[src/rtl/rr_sel_arbiter.sv]
// rr_sel_arbiter: two-channel round-robin arbiter feeding a one-beat output register with source select
module rr_sel_arbiter #(
    parameter int DATA_W = 8
) (
    input  logic              clk,
    input  logic              reset,
    input  logic              a_valid_i,
    input  logic [DATA_W-1:0] a_data_i,
    output logic              a_ready_o,
    input  logic              b_valid_i,
    input  logic [DATA_W-1:0] b_data_i,
    output logic              b_ready_o,
    output logic              y_valid_o,
    output logic [DATA_W-1:0] y_data_o,
    output logic              y_sel_o,
    input  logic              y_ready_i
);
    logic              y_valid_q, y_valid_d;
    logic [DATA_W-1:0] y_data_q, y_data_d;
    logic              y_sel_q, y_sel_d;
    logic              last_q, last_d;
    logic              can_accept, gnt_a, gnt_b, a_xfer, b_xfer;

    // Grant the lone requester, or the one opposite the last winner on contention; gate readies by reset
    always_comb begin
        can_accept = !y_valid_q || y_ready_i;
        gnt_a      = a_valid_i && (!b_valid_i || last_q);
        gnt_b      = b_valid_i && (!a_valid_i || !last_q);
        a_ready_o  = !reset && can_accept && gnt_a;
        b_ready_o  = !reset && can_accept && gnt_b;
        a_xfer     = a_valid_i && a_ready_o;
        b_xfer     = b_valid_i && b_ready_o;
    end

    // Load the transferred beat, drain when taken downstream, otherwise hold
    always_comb begin
        y_valid_d = a_xfer || b_xfer || (y_valid_q && !y_ready_i);
        y_data_d  = a_xfer ? a_data_i : b_xfer ? b_data_i : y_data_q;
        y_sel_d   = a_xfer ? 1'b0 : b_xfer ? 1'b1 : y_sel_q;
        last_d    = a_xfer ? 1'b0 : b_xfer ? 1'b1 : last_q;
    end

    // State registers; last_q resets to B so A wins the first contention
    always_ff @(posedge clk or posedge reset) begin
        if (reset) begin
            y_valid_q <= 1'b0;
            y_data_q  <= '0;
            y_sel_q   <= 1'b0;
            last_q    <= 1'b1;
        end else begin
            y_valid_q <= y_valid_d;
            y_data_q  <= y_data_d;
            y_sel_q   <= y_sel_d;
            last_q    <= last_d;
        end
    end

    assign y_valid_o = y_valid_q;
    assign y_data_o  = y_data_q;
    assign y_sel_o   = y_sel_q;
endmodule
[config.mk]
export PLATFORM = sky130hd
export DESIGN_NAME = rr_sel_arbiter
export DESIGN_NICKNAME = d
export VERILOG_FILES = /design/src/rtl/rr_sel_arbiter.sv
export SDC_FILE = /design/constraint.sdc
export NUM_CORES = 1
export LEC_CHECK = 0
export ABC_AREA = 1
export BUFFER_PORTS_ARGS = -buffer_cell sky130_fd_sc_hd__buf_2
export CORE_MARGIN = 5
export CORE_UTILIZATION = 48
export CTS_CLUSTER_SIZE = 12
export DETAILED_ROUTE_END_ITERATION = 10
export PLACE_DENSITY = 0.82
export SETUP_SLACK_MARGIN = 0.2
export SKIP_CTS_REPAIR_TIMING = 1
export SYNTH_ARGS = -nofsm -noshare
export SYNTH_HDL_FRONTEND = slang
export SYNTH_SLANG_ARGS = --single-unit
[constraint.sdc]
create_clock -name clk -period 4.56 [get_ports clk]
set_clock_uncertainty 0.15 [all_clocks]
set_input_delay 0.912 -clock clk [delete_from_list [all_inputs] [get_ports clk]]
set_output_delay 0.912 -clock clk [all_outputs]
set_load 0.01 [all_outputs]
# Yosys cells after proc, flatten, opt, wreduce, memory -nomap -nowiden

Cells that the tools add are included.

Reductions and logical operators: 20
Multiplexer cells: 4

Operator list:

| operator           | number |
|---|---|
| 8-bit 2-to-1 mux   | 2 |
| 1-bit logical AND  | 8 |
| 1-bit logical NOT  | 6 |
| 1-bit logical OR   | 5 |
| 1-bit 2-to-1 mux   | 2 |
| 2-bit nonzero test | 1 |

Output and inout bits: 12
Logic and storage cells: 28
Register bits after elaboration: 11
Input port bits: 21

# Longest topological paths before layout

Gate-level depths: netlist of run 1.

Depth after elaboration: 7
Gate-level depth with buffers: 6
Mapped depth without buffers: 6

# Worst setup path after synthesis of run 1

Ideal clock, no wire load.

Path kind: input port to output port
Start: in a_valid_i
End: out a_ready_o
Path slack: 1986 ps
Cell stages on the path: 5
Data required time: 3498 ps
Buffers on the path: 1
Data arrival time: 1512 ps
Path through: inv_1 > a21oi_4 > nand2_4 > buf_6 > inv_4

Cells in the longest elaborated chain, start to end: 2

RTL lines:

| element           | RTL line | text |
|---|---|---|
| start, declared   | 7        | `input logic a_valid_i,` |
| 1-bit logical AND | 27       | `gnt_a = a_valid_i && (!b_valid_i \|\| last_q);` |
| 1-bit logical AND | 29       | `a_ready_o = !reset && can_accept && gnt_a;` |
| end, declared     | 9        | `output logic a_ready_o,` |

Every way passes these cells.

# Worst setup path in the final report of run 1

Start: in y_ready_i
End: out b_ready_o

Cells in the longest elaborated chain, start to end: 3

RTL lines:

| element                         | RTL line | text |
|---|---|---|
| start, declared                 | 16       | `input logic y_ready_i` |
| 1-bit logical OR                | 26       | `can_accept = !y_valid_q \|\| y_ready_i;` |
| 1-bit logical AND (2 in series) | 30       | `b_ready_o = !reset && can_accept && gnt_b;` |
| end, declared                   | 12       | `output logic b_ready_o,` |

Every way passes these cells.

==> metrics.md, run 1 <==
| Metric | Value |
|---|---|
| R2r startpoint | `y_valid_o` |
| Library cell with the largest summed area after synthesis | `dfrtp_1` |
| Setup CP Type | `input port to output port` |
| Total count of hold-check failures in the final report | `0` |
| Post-synthesis net count | `111` |
| Via count of the first global-routing pass | `642` |
| Vias post-DR | `672` |
| Residual DRC | `0` |
| Final setup viols | `0` |
| Router iterations before antenna repair | `4` |
| Clock tree from TritonCTS | `done` |
| Overall die area | `about 2300 sq um` |
| Capture point of the worst reg-to-reg path | `y_sel_o` |
| P&R area growth vs syn | `25.89%` |
| Chip Width | `between 40 and 50 um` |
| Syn Std Cell Area | `705.7 sq um` |
| Mean routed wirelength per cell | `~11 um` |
| Worst Hold Class | `flop to flop` |
| Count of boundary I/O pins | `33` |
| CP endpoint kind | `output port` |
| Most frequent cells in the layout | `buf_2, nand2_1, inv_1, nand3_1, dfrtp_1` |
| Clock Pin Slew Worst Setup and Hold Paths | `around 0.070 ns` |
| Y dimension of the die | `between 40 and 50 um` |
| #FFs+latches synth | `11` |
| Mean instance size in the synthesized netlist | `7.841 sq um` |
| Number of input and output port buffers inserted | `32` |
| Data arrival, critical path | `about 2.2 ns` |
| Launch instance of the worst min-delay path | `y_sel_o` |
| Count of yosys warnings during synthesis | `0` |
| Aggregate routed wire length | `1501 um` |
| Distinct cell type count after synthesis | `13` |
| Clock root buffer | `clkbuf_4` |
| Wire length of the first global-routing pass | `2677 um` |
| Buffer depth of the longest clock path | `2` |
| Overall fraction of global-route tracks in use | `between 10 and 15%` |
| Cell count of the worst hold path | `2` |
| Number of inserted diodes | `0` |
| Design Area, Final | `888.4 sq um` |
| Peak supply drop | `204.2 uV` |
| Status | `completed` |
| Gate Count Post-Synth | `90` |
| Count of antenna-violating nets left after detailed routing | `0` |
| Final worst path period share | `70.69%` |
| Shortest period the worst path allows | `3.224 ns` |
| Cell row count | `13` |
| Post-detailed-placement half-perimeter wirelength | `1200 um` |
| P_leak | `roughly 0.56 nW` |
| Most common cell after layout, fill and taps aside | `buf_2` |
| Normalized max-slew margin | `~61%` |
| Register-to-register setup slack | `2.79 ns` |
| Number of design-rule violations left by the first detailed-router iteration | `10` |
| Portion of the post-synthesis area used by sequential elements | `39.18%` |
| Clock latency at the later pin of the worst-skew pair | `0.27 ns` |
| Fmax | `about 310 MHz` |
| Initial antenna violation count | `0` |
| Aggregate global routing overflow | `0` |
| Synth top area share | `35.46%` |
| Number of max-slew violations in the final report | `0` |
| Pin count of the biggest net entering global routing | `19` |
| Clock tree sinks | `11` |
| R2R depth | `5` |
| Power Dens Cells | `381.0 nW/um^2` |
| Final GP Congestion | `between 0.7 and 0.8` |
| Total of max-cap violations | `0` |
| TritonCTS buffer count | `3` |
| Max Fanout on Critical Path | `11` |
| Worst hold path endpoint | `y_sel_o` |
| Via density per instance | `4.835` |
| Share of post-route cells with drive strength above 1 | `41.94%` |
| Startpoint class of the critical path | `input port` |
| Crit path required time | `3.50 ns` |
| Area of the placeable core | `roughly 1400 sq um` |
| Htree depth | `1` |
| Final net count | `146` |
| Sum of negative setup slack | `0 ns` |
| Slew @ Worst Pin | `around 0.6 ns` |
| Cells taking the most area after synthesis | `dfrtp_1, nand3_1, nand2_1` |
| Setup repair after global routing missed its margin | `no` |
| Initial cell density of the core | `52.27%` |
| Area of placed instances | `862.1 sq um` |
## Yosys cell counts
cell and number:
buf_6 2, inv_4 1, nand3_1 18, nand2_1 22, nand2_4 1, inv_2 2
a21oi_2 2, dfrtp_1 10, dfstp_2 1, nand3_2 8, nor2_1 2, a21oi_4 2
inv_1 19
## area by class of cell
type	count	area [sq um]
repair buffers	32	160.2
multi-input cells	55	321.6
clock buffers	4	26.28
fillers	127	461.7
flip-flops and latches	11	276.5
inverters	22	85.08
well taps	15	18.77
## worst max path at each step
stage / start / endpoint / slack, ns / cells after the start
floorplan: a_valid_i / a_ready_o / 1.99 / 5
global placement: y_ready_i / b_ready_o / 1.36 / 6
detailed placement: y_ready_i / b_ready_o / 1.32 / 6
CTS: y_ready_i / b_ready_o / 1.32 / 6
global route: y_ready_i / b_ready_o / 1.20 / 6
finish: y_ready_i / b_ready_o / 1.34 / 6
## power by group
group	leakage, nW	switching [mW]	internal [mW]
clock	0.0150	0.0315	0.0338
combinational	0.411	0.0738	0.0532
sequential	0.134	0.0184	0.128
total	0.560	0.124	0.215
## sequential cells by signal (all words and copies together) (netlist names)
register / count
y_valid_o: 1
y_data_o: 8
y_sel_o: 1
last_q: 1
## per-stage QoR
| step | worst slack (ns) | power (mW) | hold slack (ns) | std cells | utilization (%) |
|---|---|---|---|---|---|
| 2_1_floorplan | 1.986 | 0.2302 | 0.3392 | 90 | - |
| 3_3_place_gp | 1.365 | 0.2728 | 0.3271 | 135 | 63.86 |
| 3_5_place_dp | 1.324 | 0.2774 | 0.3325 | 135 | 63.86 |
| 4_1_cts | 1.322 | 0.3437 | 0.3488 | 139 | 65.80 |
| 5_1_grt | 1.201 | 0.3641 | 0.3856 | 139 | 65.80 |
| 6_report | 1.336 | 0.3385 | 0.3438 | 139 | 65.80 |
## worst max-delay path, cell delays in order
cell	delay, ns
buf_2	0.08
inv_2	0.04
a21oi_4	0.27
nand3_1	0.51
inv_1	0.19
buf_2	0.15
## logic make-up after synthesis
group | share of synthesized area [%]
buffers and inverters | 15.25
flip-flops | 39.19
AND/OR/NAND/NOR | 38.48
AO/OA/AOI/OAI | 7.092
## layer usage
| layer | part of all wire (%) | vias to the layer above | track usage (%) | routed length, um |
|---|---|---|---|---|
| li1 | - | 346 | - | - |
| met1 | 43 | 292 | 17.74 | 644 |
| met2 | 47 | 30 | 21.52 | 707 |
| met3 | 8.0 | 4 | 2.446 | 120 |
| met4 | 1.9 | 0 | 8.295 | 29 |
| met5 | 0 | - | 0 | 0 |
Note: power is estimated with default switching activity, not from simulation.
==> inputs of run 2 (changes only) <==
Settings changed: CORE_UTILIZATION 48 to 40, PLACE_DENSITY 0.82 to 0.73.
Clock period 4.56 ns to 2.87 ns, I/O delays scaled along.
==> metrics.md, run 2 (synthesis results as in run 1) <==
| Metric | Value |
|---|---|
| Final Power | `0.5437 mW (+61%)` |
| Fmax | `434.9 MHz` |
| P_leak | `0.5644 nW (+0.78%)` |
| Final GP Congestion | `0.7755 (+0.71%)` |
| Startpoint class of the critical path | `flop` |
| Most common cell after layout, fill and taps aside | `buf_2` |
| Initial cell density of the core | `41.32% (-11 points)` |
| Worst Hold Class | `input port to async pin` |
| Buffer depth of the longest clock path | `2 (unchanged)` |
| Top routing layer in use | `met4` |
| Y dimension of the die | `52 um (+7.6%)` |
| Max reg flops | `8 (unchanged)` |
| Router iterations before antenna repair | `4 (unchanged)` |
| Count of boundary I/O pins | `33 (unchanged)` |
| Initial antenna violation count | `0 (unchanged)` |
| Area of the placeable core | `1708 sq um (+27%)` |
| Count of antenna-violating nets left after detailed routing | `0 (unchanged)` |
| Status | `completed` |
| Normalized max-slew margin | `70.32% (+9.7 points)` |
| Routed met2 length | `813 um (+15%)` |
| Clock tree sinks | `11 (unchanged)` |
| Chip Width | `52 um (+7.6%)` |
| Aggregate global routing overflow | `0 (unchanged)` |
| Data arrival, critical path | `1.58 ns (-0.58 ns)` |
| Number of design-rule violations left by the first detailed-router iteration | `4 (-6)` |
| TritonCTS buffer count | `3 (unchanged)` |
| Total count of hold-check failures in the final report | `0 (unchanged)` |
| Overall fraction of global-route tracks in use | `12.49% (-1.4 points)` |
| P&R area growth vs syn | `28.72%` |
| Amount of wire on met3 after detailed routing | `97 um (-19%)` |
| Clock Pin Slew Worst Setup and Hold Paths | `0.07 ns (about the same)` |
| Residual DRC | `0 (unchanged)` |
| Final worst path period share | `80.12%` |
| Peak supply drop | `396.8 uV (+94%)` |
| Share of post-route cells with drive strength above 1 | `42.40% (+0.46 points)` |
| Total of max-cap violations | `0 (unchanged)` |
| Final Util | `53.19% (-13 points)` |
| Most frequent cells in the layout | `buf_2, nand2_1, inv_1, nand3_1, dfrtp_1` |
| Aggregate routed wire length | `1636 um (+9.0%)` |
| Clock latency at the later pin of the worst-skew pair | `0.27 ns (about the same)` |
| Setup repair after global routing missed its margin | `no` |
| Power Dens Cells | `598.6 nW/um^2 (+57%)` |
| Number of max-slew violations in the final report | `0 (unchanged)` |
| Vias post-DR | `685 (+1.9%)` |
| Overall die area | `2704 sq um (+16%)` |
| Via count of the first global-routing pass | `648 (+0.93%)` |
| Fin cells | `150 (+7.9%)` |
| Number of inserted diodes | `0 (unchanged)` |
| Register-to-register setup slack | `1.30 ns (-1.49 ns)` |
| Post-detailed-placement half-perimeter wirelength | `1340 um (+12%)` |
| Clock root buffer | `clkbuf_4` |
| Cell row count | `15 (+2)` |
| Sum of negative setup slack | `0 ns (unchanged)` |
| Met1 wire length | `690 um (+7.1%)` |
| Final net count | `147 (+0.68%)` |
| Max Fanout on Critical Path | `18 (+7)` |
| Via density per instance | `4.567 (-5.5%)` |
| R2r startpoint | `last_q` |
| CP endpoint kind | `output port` |
| Shortest period the worst path allows | `2.299 ns` |
| Start point of the critical path | `last_q` |
| Mean routed wirelength per cell | `10.91 um (+1.0%)` |
| Pin count of the biggest net entering global routing | `19 (unchanged)` |
| Wire length of the first global-routing pass | `2511 um (-6.2%)` |
| Number of placed instances with taps included | `146 (+8.1%)` |
| Clock tree from TritonCTS | `done` |
| Htree depth | `1 (unchanged)` |
| Crit path required time | `2.15 ns (-1.35 ns)` |
| Final setup viols | `0 (unchanged)` |
| Slew @ Worst Pin | `0.4448 ns (-0.1450 ns)` |
| Number of input and output port buffers inserted | `32 (unchanged)` |
| Setup CP Type | `flop to output port` |
## run 2: changes by cell type in the layout (fill, tap and decap cells not counted)
cell / previous run / this run
buf_4: 0 / 1
## run 2: through the flow
step                      worst slack, ns  instance area, sq um  hold slack [ns]
final                              0.5707                 908.4           0.1777
after floorplan                    0.9718                 705.7           0.2839
after detailed placement           0.6972                 882.1           0.3289
after CTS                          0.5606                 908.4           0.1975
after global placement             0.7313                 882.1           0.3369
after global routing               0.4787                 908.4           0.2369
## run 2: area by class of cell
type / count / area (sq um)
inverters: 22 / 85.08
clock buffers: 4 / 26.28
fillers: 170 / 799.5
well taps: 25 / 31.28
multi-input cells: 55 / 321.6
flip-flops and latches: 11 / 276.5
repair buffers: 33 / 167.7
## run 2: layer usage
| metal | track usage, % | vias up |
|---|---|---|
| met5 | 0 | - |
| met4 | 7.860 | 0 |
| met3 | 1.146 | 4 |
| met2 | 22.18 | 23 |
| met1 | 14.11 | 308 |
| li1 | - | 350 |
## run 2: report_power, final
part / total, mW / internal (mW) / switching (mW) / leakage (nW)
logic: 0.205 / 0.0861 / 0.119 / 0.416
clock network: 0.105 / 0.0538 / 0.0512 / 0.0150
registers: 0.233 / 0.203 / 0.0304 / 0.134
## run 2: worst paths after layout
check	endpoint	cells past startpoint
worst max-delay path	a_ready_o	5
worst min-delay path	y_valid_o	2
worst max register to register	y_data_o[1]	6
worst min register to register	y_sel_o	2
max in group asynchronous	last_q	2
min in group clk	y_sel_o	2
## run 2: critical path: stages, from the launching register on
cell,delay (ns)
dfstp_2,0.54
inv_2,0.06
a21oi_4,0.26
nand2_4,0.22
inv_4,0.11
buf_2,0.13
